--- src/rtl/alarm_scheduler.sv ---
// Time-of-day clock with one programmable alarm, snooze/dismiss handling,
// a bounded snooze count, a ring timeout and optional weekday-only gating.
module alarm_scheduler #(
  parameter int SNOOZE_MIN   = 9,
  parameter int MAX_SNOOZE   = 3,
  parameter int RING_TIMEOUT = 30
) (
  input  logic       clk,
  input  logic       rst,
  input  logic       tick,
  input  logic       time_set,
  input  logic       alarm_set,
  input  logic [4:0] set_hour,
  input  logic [5:0] set_min,
  input  logic       arm,
  input  logic       weekday_only,
  input  logic       weekday,
  input  logic       snooze,
  input  logic       stop,
  output logic       alarm,
  output logic       snoozing,
  output logic       missed,
  output logic [2:0] snooze_cnt,
  output logic [4:0] cur_hour,
  output logic [5:0] cur_min
);

  typedef enum logic [1:0] {IDLE, RINGING, SNOOZING} state_t;

  localparam logic [5:0] SNOOZE_LOAD = 6'(SNOOZE_MIN);
  localparam logic [5:0] RING_LAST   = 6'(RING_TIMEOUT - 1);
  localparam logic [2:0] SNOOZE_MAX  = 3'(MAX_SNOOZE);

  state_t     state;
  logic [4:0] al_hour;
  logic [5:0] al_min;
  logic [5:0] ring_timer;
  logic [5:0] snooze_timer;

  logic [4:0] set_hour_c, inc_hour;
  logic [5:0] set_min_c, inc_min;
  logic       match;

  // NOTE: every signal gets a default at the top so no path leaves it unassigned (no latch).
  always_comb begin
    set_hour_c = (set_hour > 5'd23) ? 5'd0 : set_hour;
    set_min_c  = (set_min > 6'd59) ? 6'd0 : set_min;
    inc_min    = cur_min + 6'd1;
    inc_hour   = cur_hour;
    if (cur_min == 6'd59) begin
      inc_min  = 6'd0;
      inc_hour = (cur_hour == 5'd23) ? 5'd0 : cur_hour + 5'd1;
    end
    // Match looks at the time the clock is about to show after this tick.
    match = tick && !time_set && !alarm_set && (state == IDLE) && arm &&
            (!weekday_only || weekday) &&
            (inc_hour == al_hour) && (inc_min == al_min);
  end

  // NOTE: state registers use non-blocking assignments so every flop samples pre-edge values.
  always_ff @(posedge clk or posedge rst) begin
    if (rst) begin
      state        <= IDLE;
      alarm        <= 1'b0;
      snoozing     <= 1'b0;
      missed       <= 1'b0;
      snooze_cnt   <= '0;
      cur_hour     <= '0;
      cur_min      <= '0;
      al_hour      <= '0;
      al_min       <= '0;
      ring_timer   <= '0;
      snooze_timer <= '0;
    end else begin
      if (time_set) begin
        cur_hour <= set_hour_c;
        cur_min  <= set_min_c;
      end else if (tick) begin
        cur_hour <= inc_hour;
        cur_min  <= inc_min;
      end

      if (alarm_set) begin
        al_hour <= set_hour_c;
        al_min  <= set_min_c;
        missed  <= 1'b0;
        if (state != IDLE) begin
          state      <= IDLE;
          alarm      <= 1'b0;
          snoozing   <= 1'b0;
          snooze_cnt <= '0;
        end
      end else begin
        unique case (state)
          IDLE: begin
            if (match) begin
              state      <= RINGING;
              alarm      <= 1'b1;
              snooze_cnt <= '0;
              ring_timer <= '0;
            end
          end
          RINGING: begin
            if (stop) begin
              state  <= IDLE;
              alarm  <= 1'b0;
              missed <= 1'b0;
            end else if (snooze && (snooze_cnt < SNOOZE_MAX)) begin
              state        <= SNOOZING;
              alarm        <= 1'b0;
              snoozing     <= 1'b1;
              snooze_cnt   <= snooze_cnt + 3'd1;
              snooze_timer <= SNOOZE_LOAD;
            end else if (tick) begin
              if (ring_timer == RING_LAST) begin
                state  <= IDLE;
                alarm  <= 1'b0;
                missed <= 1'b1;
              end else begin
                ring_timer <= ring_timer + 6'd1;
              end
            end
          end
          SNOOZING: begin
            if (stop) begin
              state    <= IDLE;
              snoozing <= 1'b0;
              missed   <= 1'b0;
            end else if (tick) begin
              if (snooze_timer == 6'd1) begin
                state      <= RINGING;
                alarm      <= 1'b1;
                snoozing   <= 1'b0;
                ring_timer <= '0;
              end else begin
                snooze_timer <= snooze_timer - 6'd1;
              end
            end
          end
          default: begin
            state    <= IDLE;
            alarm    <= 1'b0;
            snoozing <= 1'b0;
          end
        endcase
      end
    end
  end

endmodule

--- config.mk ---
export PLATFORM = sky130hd
export DESIGN_NAME = alarm_scheduler
export DESIGN_NICKNAME = d
export VERILOG_FILES = /design/src/rtl/alarm_scheduler.sv
export SDC_FILE = /design/constraint.sdc
export NUM_CORES = 1
export LEC_CHECK = 0
export ABC_AREA = 1
export CAP_MARGIN = 20
export CORE_ASPECT_RATIO = 1.25
export CORE_MARGIN = 2
export CORE_UTILIZATION = 45
export CTS_BUF_LIST = sky130_fd_sc_hd__clkbuf_8
export CTS_CLUSTER_SIZE = 20
export DETAILED_ROUTE_END_ITERATION = 6
export PLACE_DENSITY = 0.74
export SLEW_MARGIN = 20
export SYNTH_ARGS = -nofsm -noshare
export SYNTH_HDL_FRONTEND = slang
export SYNTH_SLANG_ARGS = --single-unit
--- constraint.sdc ---
create_clock -name clk -period 2.7 [get_ports clk]
set_input_delay 0.405 -clock clk [delete_from_list [all_inputs] [get_ports clk]]
set_output_delay 0.405 -clock clk [all_outputs]
set_load 0.005 [all_outputs]
# Yosys cells after proc, flatten, opt, wreduce, memory -nomap -nowiden
# Cells that the tools add are included.
op_classes:
  addsub: 5
  n_lt_le_gt_ge: 3
  n_eq_ne: 34
  n_mux: 66
  bitwise_logic: 1
  reduce_logical: 26
ops:
  columns: ["cell", "count"]
  rows:
  - ["two-way mux 6 bit", 17]
  - ["two-way mux 5 bit", 5]
  - ["two-way mux 1 bit", 22]
  - ["inequality test 2 bit, second input constant", 11]
  - ["inequality test 3 bit, second input constant", 7]
  - ["two-way mux 2 bit", 10]
  - ["inequality test 4 bit, second input constant", 5]
  - ["case mux 6 bit (3 select lines)", 1]
  - ["two-way mux 3 bit", 5]
  - ["AND reduction 7 bit", 2]
  - ["adder 6 x 1 -> 6 bit, second input constant", 2]
  - ["case mux 6 bit (2 select lines)", 1]
  - ["AND reduction 6 bit", 2]
  - ["inequality test 5 bit, second input constant", 2]
  - ["AND reduction 10 bit", 1]
  - ["AND reduction 5 bit", 2]
  - ["nonzero test 3 bit", 3]
  - ["logical AND 1 bit", 8]
  - ["== test 6 x 1 -> 1 bit, second input constant", 1]
  - ["== test 6 x 5 -> 1 bit, second input constant", 1]
  - ["== test 6 bit", 1]
  - ["== test 6 bit, second input constant", 1]
  - ["> comparator 6 bit, second input constant", 1]
  - ["case mux 1 bit (3 select lines)", 2]
  - ["other kinds (18)", 22]
word_totals:
  regBits: 42
  in_bits: 21
  word_cells: 146

# Depth between registers and ports, before layout
# Gate-level depths: netlist of the first run.
logic_depth:
  word_depth: 11
  depth_mapped: 16
  mapped_depth_nobuf: 16

# Least setup slack after synthesis of the first run
# Ideal clock, no wire load.
synth_path:
  path_type: "register to register"
  startpoint: "reg cur_min[0]"
  endpoint: "reg snooze_cnt[0]"
  setup_time_ns: 0.117
  arrival_ns: 1.787
  setup_slack_ns: 0.797
  path_stages_with_launch: 15
  n_path_buf: 0
  path_cell_list: "dfrtp_1 > ha_1 > nand3_1 > nor2_2 > nand2_1 > nand2_1 > nand2_1 > nand2_1 > nand3_1 > nor2_2 > nand3_2 > nand2_2 > nand2_2 > nand2_1 > nand2_1"
synth_between:
  elab_chain_cells: 7
  word_cells_on_any_way: 10
  classes_between: "add/sub: 1; eq/ne: 4; mux: 2; reduce/logical: 3"
synth_rtl:
  columns: ["item", "line", "source"]
  rows:
  - ["start, declared", "25", "output logic [5:0] cur_min"]
  - ["start signal, assigned", "77", "cur_min <= set_min_c;"]
  - ["start signal, assigned", "80", "cur_min <= inc_min;"]
  - ["branches (longest 4 deep; another with adder 6 x 1 -> 6 bit)", null, null]
  - ["logical AND 1 bit (*)", "57", "(inc_hour == al_hour) && (inc_min == al_min);"]
  - ["inequality test 3 bit (no line) (*)", null, null]
  - ["AND reduction 5 bit (no line) (*)", null, null]
  - ["end signal, assigned", "112", "snooze_cnt <= snooze_cnt + 3'd1;"]
  - ["end, declared", "23", "output logic [2:0] snooze_cnt,"]
# Mark *: on every way between the ends.
# A chain may end at the register's enable or synchronous reset.

# Worst setup path in the final report of the first run
layout_path:
  startpoint: "reg cur_min[1]"
  endpoint: "reg ring_timer[2]"
layout_between:
  elab_chain_cells: 7
  word_cells_on_any_way: 10
  classes_between: "add/sub: 1; eq/ne: 4; mux: 2; reduce/logical: 3"
layout_rtl:
  columns: ["item", "line", "source"]
  rows:
  - ["branches (longest 4 deep; another with adder 6 x 1 -> 6 bit)", null, null]
  - ["logical AND 1 bit (*)", "57", null]
  - ["inequality test 2 bit (no line) (*)", null, null]
  - ["AND reduction 10 bit (no line) (*)", null, null]
  - ["end signal, assigned", "120", "ring_timer <= ring_timer + 6'd1;"]
  - ["end, declared", "37", "logic [5:0] ring_timer;"]
# Marked as above.

==> results.txt, run 1 <==
----------------------------------------------------
[Layout]
  Area added between synthesis and finish ... 18.93%
  Commonest non-fill, non-tap cells in the layout ... 102 x sky130_fd_sc_hd__nand2_1, 55 x sky130_fd_sc_hd__nand3_1, 45 x sky130_fd_sc_hd__inv_1, 42 x sky130_fd_sc_hd__dfrtp_1, 37 x sky130_fd_sc_hd__clkdlybuf4s50_1
  Antenna cell count ... 0
  Most common cell after layout, fill and taps aside ... sky130_fd_sc_hd__nand2_1
  Fraction of layout cells with a size suffix above 1 ... 6.490%
  Fin nets ... 444

[Setup path]
  Cell repeated most along the worst path ... sky130_fd_sc_hd__nand2_1
  Cells on worst reg2reg path ... 13
  Data arrival time of the critical path ... 2.41 ns
  Critical Path Source Type ... flop
  Max stage delay on crit path ... 0.45 ns
  Data required time at the worst endpoint ... 2.88 ns
  Critical path class ... reg -> reg
  Reg2reg end ... ring_timer[2]
  Largest driver fanout on the critical path ... 7
  Slowest stage cell on the critical path ... sky130_fd_sc_hd__dfrtp_1
  Critical path endpoint category ... flop
  Reg-to-reg startpoint ... cur_min[1]
  Cell chain of the critical path ... ha_1 -> nand3_1 -> nor2_2 -> nand2_1 -> nand2_1 -> nand2_1 -> xor2_1 -> nor2_2 -> nand3_2 -> nand2_4 -> nand2_4 -> nand2_1 -> nand2_1
  Worst-case register-to-register setup slack ... 0.47 ns

[Global routing]
  Wire length of the first global-routing pass ... 11.45 mm
  Pin count of the biggest net entering global routing ... 43
  Initial antenna violation count ... 0
  Global-route usage over all layers ... 21.59%
  Number of global-route vias before repair ... 2545
  GR Overflow Total ... 0

[Detailed routing]
  WL final ... 6.547 mm
  Per-cell via count in the routed design ... 5.461
  Detailed Route Iter0 Violations ... 209
  Vias post-DR ... 2632
  Detailed-route wire length per cell ... 13.58 um
  First-pass detailed-route iteration total ... 4
  DR DRC count ... 0
  Count of nets left with antenna violations after detail routing ... 0

[Clocking]
  Post-CTS setup-driven buffer insertion count ... 0
  Num Clock Sinks ... 42
  CTS tree ... done
  Clock latency of the later-clocked register in the worst-skew pair ... 0.30 ns
  Post-CTS clock slew at the launch and capture registers of the worst setup and hold paths ... 0.08 ns
  Total CTS buffers ... 5
  H-tree depth reported by CTS ... 2
  Buffer type at the clock tree root ... sky130_fd_sc_hd__clkbuf_8
  Number of buffers added to fix hold violations after cts ... 0
  Maximum buffer depth of the clock tree ... 2
  Quantity of gates resized following cts ... 0

[Floorplan]
  Area of the core ... 5818 sq um
  Initial core utilization ... 46.47%
  IO Pins ... 38
  Chip width ... 73.33 um
  Die extent in y ... 90.67 um
  Row count ... 31
  Area of the die ... 6648 sq um

[Synth]
  Unique cell type count in the Yosys netlist ... 34
  Warning count from the yosys run ... 0
  Per-instance average area after synthesis ... 7.134 sq um
  Number of synthesized register bits ... 42
  Async SR Flop Fraction ... 100.0%
  Post-synth EDFFs ... 0
  Post-synthesis net count ... 407
  Post-synthesis instance total ... 379
  Mapped cell area ... 2704 sq um
  Register area share after synthesis ... 38.87%
  Primary FF master, synth ... sky130_fd_sc_hd__dfrtp_1

[Place]
  Pre-CTS WS ... 0.3832 ns
  HPWL after DPL ... 4.887 mm
  Input/output buffers ... 37
  Weighted congestion at the end of routability-driven global placement ... 0.8714

[Timing]
  Total negative slack for setup checks ... 0 ns
  Top achievable clock speed ... 448.4 MHz
  Worst clock skew on the final layout ... 0.01027 ns
  Final setup viols ... 0
  Min setup slack post-route ... 0.4698 ns
  Post-layout min period ... 2.230 ns
  Worst slew margin relative to its limit ... 45.68%
  Final count of hold timing violations ... 0
  Slew @ Worst Pin ... 0.8117 ns
  Number of pins exceeding their max-slew limit in the final report ... 0
  Period utilisation layout ... 82.60%
  Setup repair after global routing missed its margin ... no

[Worst hold path]
  Worst hold path class ... reg -> reg
  Beginning of the worst hold path ... al_min[1]
  Worst Hold Endpoint ... al_min[1]
  Cell count of the worst hold path ... 2

[Outcome]
  Run status ... complete, no violations

[Power and ir drop]
  Peak VDD IR ... 310.1 uV
  Leakage component of the power ... 0.001557 uW
  Power per standard cell area ... 482.4 nW/um^2

[Run]
  Max-cap violation count ... 0

----------------------------------------------------
==> power by group <==
group	switching, uW	internal, uW	leakage, uW
clock	219	174	0.0000438
sequential	74.5	699	0.000542
combinational	199	186	0.000971
total	493	1060	0.00156
==> flip-flops by register name (all words and copies together), names as in the netlist <==
| register | cells |
|---|---|
| al_min | 6 |
| cur_min | 6 |
| ring_timer | 6 |
| snooze_timer | 6 |
| al_hour | 5 |
| cur_hour | 5 |
| snooze_cnt | 3 |
| state | 2 |
| alarm | 1 |
| missed | 1 |
| snoozing | 1 |
==> worst max-delay path: cells and delay by family, from the launching register on <==
family / cells / cell delay [ns]
xor+xnor: 1 / 0.18
simple gates: 11 / 1.17
fa+ha+maj: 1 / 0.31
flops: 1 / 0.45
==> cells by family (layout without fill, tap and decap cells) <==
kind of cell	Yosys count	count (layout)	synth area share (%)
compound gates	39	39	9.116
xor+xnor	4	4	1.296
fa+ha+maj	7	7	3.239
buf+inv	58	95	8.375
flops	42	42	38.87
simple gates	229	229	39.10
==> how the worst max path moves through the flow <==
stage | startpoint | depth (start not counted) | slack (ns) | to
global route | cur_min[1] | 14 | 0.21 | snooze_cnt[2]
global placement | snooze | 11 | 0.44 | snooze_timer[4]
finish | cur_min[1] | 13 | 0.47 | ring_timer[2]
floorplan | cur_min[0] | 14 | 0.80 | snooze_cnt[0]
detailed placement | snooze | 11 | 0.38 | snooze_timer[4]
CTS | cur_min[1] | 13 | 0.47 | snooze_cnt[1]
==> per-layer routing <==
layer | routed length [um] | up-vias | share of wire [%] | track usage [%]
li1 | - | 1330 | - | -
met1 | 2859 | 1229 | 44 | 28.04
met2 | 3326 | 67 | 51 | 36.86
met3 | 298 | 6 | 4.6 | 3.460
met4 | 63 | 0 | 0.96 | 5.455
met5 | 0 | - | 0 | 0
==> cell usage after synthesis (2+ instances only) <==
master,n,area share (%)
sky130_fd_sc_hd__nand2_1,102,14
sky130_fd_sc_hd__nand3_1,55,10
sky130_fd_sc_hd__inv_1,45,6.2
sky130_fd_sc_hd__dfrtp_1,42,39
sky130_fd_sc_hd__nor2_1,35,4.9
sky130_fd_sc_hd__o21ai_0,16,3.0
sky130_fd_sc_hd__nand4_1,10,2.3
sky130_fd_sc_hd__o311ai_0,10,3.2
sky130_fd_sc_hd__clkbuf_1,9,1.2
sky130_fd_sc_hd__ha_1,7,3.2
sky130_fd_sc_hd__a21oi_1,6,1.1
sky130_fd_sc_hd__nor2_2,5,1.2
sky130_fd_sc_hd__nor3_1,5,0.93
sky130_fd_sc_hd__xor2_1,4,1.3
sky130_fd_sc_hd__o31ai_1,3,0.83
sky130_fd_sc_hd__inv_2,2,0.28
sky130_fd_sc_hd__nand2_2,2,0.46
sky130_fd_sc_hd__nand2_4,2,0.83
sky130_fd_sc_hd__nand3_2,2,0.74
sky130_fd_sc_hd__nor4_1,2,0.46
sky130_fd_sc_hd__or2_1,2,0.46
==> area by class of cell <==
type | instances | area (sq um)
clock buffers | 5 | 68.82
clock inverters | 2 | 10.01
fillers | 557 | 2603
inverters | 47 | 176.4
multi-input cells | 279 | 1426
flip-flops and latches | 42 | 1051
well taps | 66 | 82.58
repair buffers | 41 | 400.4
==> stage by stage <==
step / total power (uW) / cell area [sq um] / util [%] / hold WS (ns) / instances
2_1_floorplan: 991.4 / 2704 / - / 0.4623 / 379
3_3_place_gp: 1165 / 3137 / 53.91 / 0.4785 / 475
3_5_place_dp: 1174 / 3137 / 53.91 / 0.4837 / 475
4_1_cts: 1570 / 3216 / 55.27 / 0.5049 / 482
5_1_grt: 1654 / 3216 / 55.27 / 0.5243 / 482
6_report: 1551 / 3216 / 55.27 / 0.4998 / 482
Note: power is estimated with default switching activity, not from simulation.
==> inputs of run 2 (changes only) <==
PLACE_DENSITY = 0.76   (was 0.74)
clock period = 1.9 ns   (was 2.7 ns; I/O delays follow)
==> run 2 against run 1 <==
Effect of this change:
- utilization grew 7.6 points
- the flow now finishes with violations (setup timing)
- non-clock buffer count grew 35
- sequential cell count is the same
- global-route usage grew 1.4 points
- register-to-register slack worse by 0.61 ns
- die area did not move
- critical path depth is 2 higher
==> results.txt, run 2 (synthesis gave the netlist of run 1 again) <==
----------------------------------------------------
[Detailed routing]
  Count of nets left with antenna violations after detail routing ... 0
  Per-cell via count in the routed design ... 5.505
  First-pass detailed-route iteration total ... 5
  WL final ... 7.256 mm
  Amount of wire on met2 after detailed routing ... 3.706 mm
  DR DRC count ... 0
  Detailed-route wire length per cell ... 13.98 um
  Vias post-DR ... 2857
  Top layer reached by signal wires ... met4
  Detailed Route Iter0 Violations ... 253
  M1 wire length ... 3.150 mm
  Metal3 WL ... 254 um

[Power and ir drop]
  Power per standard cell area ... 679.2 nW/um^2
  Psw ... 771.0 uW
  Register share of total power ... 43.8%
  Internal power ... 1713 uW
  Clock network fraction of design power ... 28.7%
  Share of total power in combinational logic ... 27.4%
  Total power consumption of the routed design ... 2484 uW
  Fraction of power spent switching nets ... 31.04%
  Leakage component of the power ... 0.001777 uW
  Peak VDD IR ... 343.1 uV

[Clocking]
  Maximum buffer depth of the clock tree ... 2
  Num Clock Sinks ... 42
  H-tree depth reported by CTS ... 2
  Number of buffers added to fix hold violations after cts ... 0
  Buffer type at the clock tree root ... sky130_fd_sc_hd__clkbuf_8
  Clock latency of the later-clocked register in the worst-skew pair ... 0.30 ns
  Post-CTS clock slew at the launch and capture registers of the worst setup and hold paths ... 0.09 ns
  Total CTS buffers ... 5
  CTS tree ... done

[Timing]
  Final setup viols ... 11
  Slew @ Worst Pin ... 0.7962 ns
  Worst clock skew on the final layout ... 0.01503 ns
  Min setup slack post-route ... -0.1398 ns
  Number of pins exceeding their max-slew limit in the final report ... 0
  Post-layout min period ... 2.040 ns
  Top achievable clock speed ... 490.3 MHz
  Worst slew margin relative to its limit ... 46.72%
  Setup repair after global routing missed its margin ... yes
  Final count of hold timing violations ... 0
  Period utilisation layout ... 107.4%
  Total negative slack for setup checks ... -1.070 ns

[Setup path]
  Crit path buffers/inverters ... 1
  Critical path endpoint category ... flop
  Critical Path Source Type ... flop
  Slowest stage cell on the critical path ... sky130_fd_sc_hd__dfrtp_1
  Cell chain of the critical path ... ha_4 -> nand3_2 -> nor2_2 -> buf_6 -> nand2_4 -> nand2_2 -> nand2_1 -> nand2_1 -> nand3_2 -> nor2_2 -> nand3_2 -> nand2_4 -> nand2_4 -> nand2_1 -> nand2_1
  Critical path class ... reg -> reg
  Data required time at the worst endpoint ... 2.09 ns
  Cell repeated most along the worst path ... sky130_fd_sc_hd__nand2_1
  Data arrival time of the critical path ... 2.23 ns
  Largest driver fanout on the critical path ... 7
  Max stage delay on crit path ... 0.41 ns
  Kind of cell adding the most delay to the critical path ... simple AND/OR/NAND/NOR gates

[Floorplan]
  Initial core utilization ... 46.47%
  Area of the core ... 5818 sq um
  Area of the die ... 6648 sq um
  Die extent in y ... 90.67 um
  IO Pins ... 38
  Chip width ... 73.33 um
  Row count ... 31

[Layout]
  Most common cell after layout, fill and taps aside ... sky130_fd_sc_hd__nand2_1
  Post-route core utilization ... 62.86%
  Fin nets ... 480
  Fillers ... 518
  Area taken by flip-flops and latches ... 1051 sq um
  Commonest non-fill, non-tap cells in the layout ... 88 x sky130_fd_sc_hd__nand2_1, 49 x sky130_fd_sc_hd__nand3_1, 45 x sky130_fd_sc_hd__inv_1, 42 x sky130_fd_sc_hd__dfrtp_1, 38 x sky130_fd_sc_hd__buf_4
  Non-filler instance count after layout ... 519
  Area of combinational cells with multiple inputs ... 1570 sq um
  Fraction of layout cells with a size suffix above 1 ... 19.87%
  Antenna cell count ... 0
  Area added between synthesis and finish ... 35.26%

[Global routing]
  Global-route usage over all layers ... 23.01%
  Initial antenna violation count ... 0
  Wire length of the first global-routing pass ... 12.21 mm
  Pin count of the biggest net entering global routing ... 43
  GR Overflow Total ... 0
  Number of global-route vias before repair ... 2725

[Outcome]
  Run status ... finished with violations
  Failing checks ... setup timing

[Place]
  Number of instances in the placed design ... 509
  Weighted congestion at the end of routability-driven global placement ... 0.8817
  Input/output buffers ... 37
  HPWL after DPL ... 5.309 mm

[Run]
  Max-cap violation count ... 0

[Worst hold path]
  Worst hold path class ... in -> async

----------------------------------------------------
==> run 2: timing repair <==
action	in CTS	in global routing
gates cloned	1	0
endpoints found under the hold margin	0	0
setup endpoints to repair	11	16
gates resized for setup	13	22
pin swaps	7	12
buffers inserted	1	0
==> run 2: power groups by stage <==
stage	Clock (uW)	Combinational, uW	Sequential, uW
detailed placement	0	630	1100
finish	714	681	1090
CTS	724	661	1090
global route	762	761	1100
global placement	0	612	1090
floorplan	0	317	1090
==> run 2: routing by layer <==
layer  global-route usage [%]  vias to the layer above
met5                        0                        -
met4                    6.818                        0
met3                    3.125                       17
met2                    39.26                       80
met1                    29.83                     1361
li1                         -                     1399
==> run 2: worst paths after layout <==
path,startpoint,end,slack (ns),depth (start not counted)
max,cur_min[0],ring_timer[1],-0.14,15
min,rst,al_min[2],0.41,3
max reg2reg,cur_min[0],ring_timer[1],-0.14,15
min reg2reg,missed,missed,0.51,2
max in group asynchronous,rst,snooze_timer[2],1.09,3
min in group clk,missed,missed,0.51,2
==> run 2: cell type report <==
class | count | share of cell area [%]
timing repair buffer | 76 | 18.23
inverter | 47 | 4.824
tap | 66 | 2.258
clock inverter | 3 | 1.129
multi-input combinational | 280 | 42.94
clock buffer | 5 | 1.882
sequential | 42 | 28.74
==> run 2: tightest hold or removal path, stage by stage <==
cell and delay [ns]:
sky130_fd_sc_hd__clkdlybuf4s50_1 0.39, sky130_fd_sc_hd__inv_1 0.05, sky130_fd_sc_hd__buf_4 0.45
==> run 2: metrics by stage <==
stage                     instance area [sq um]  setup slack (ns)  hold WS, ns
final                                      3657           -0.1398       0.4120
after detailed placement                   3395           -0.2222       0.4816
after global routing                       3657           -0.3129       0.4581
after global placement                     3395           -0.1271       0.4788
after CTS                                  3578          -0.07128       0.4331
after floorplan                            2706           0.02310       0.3816
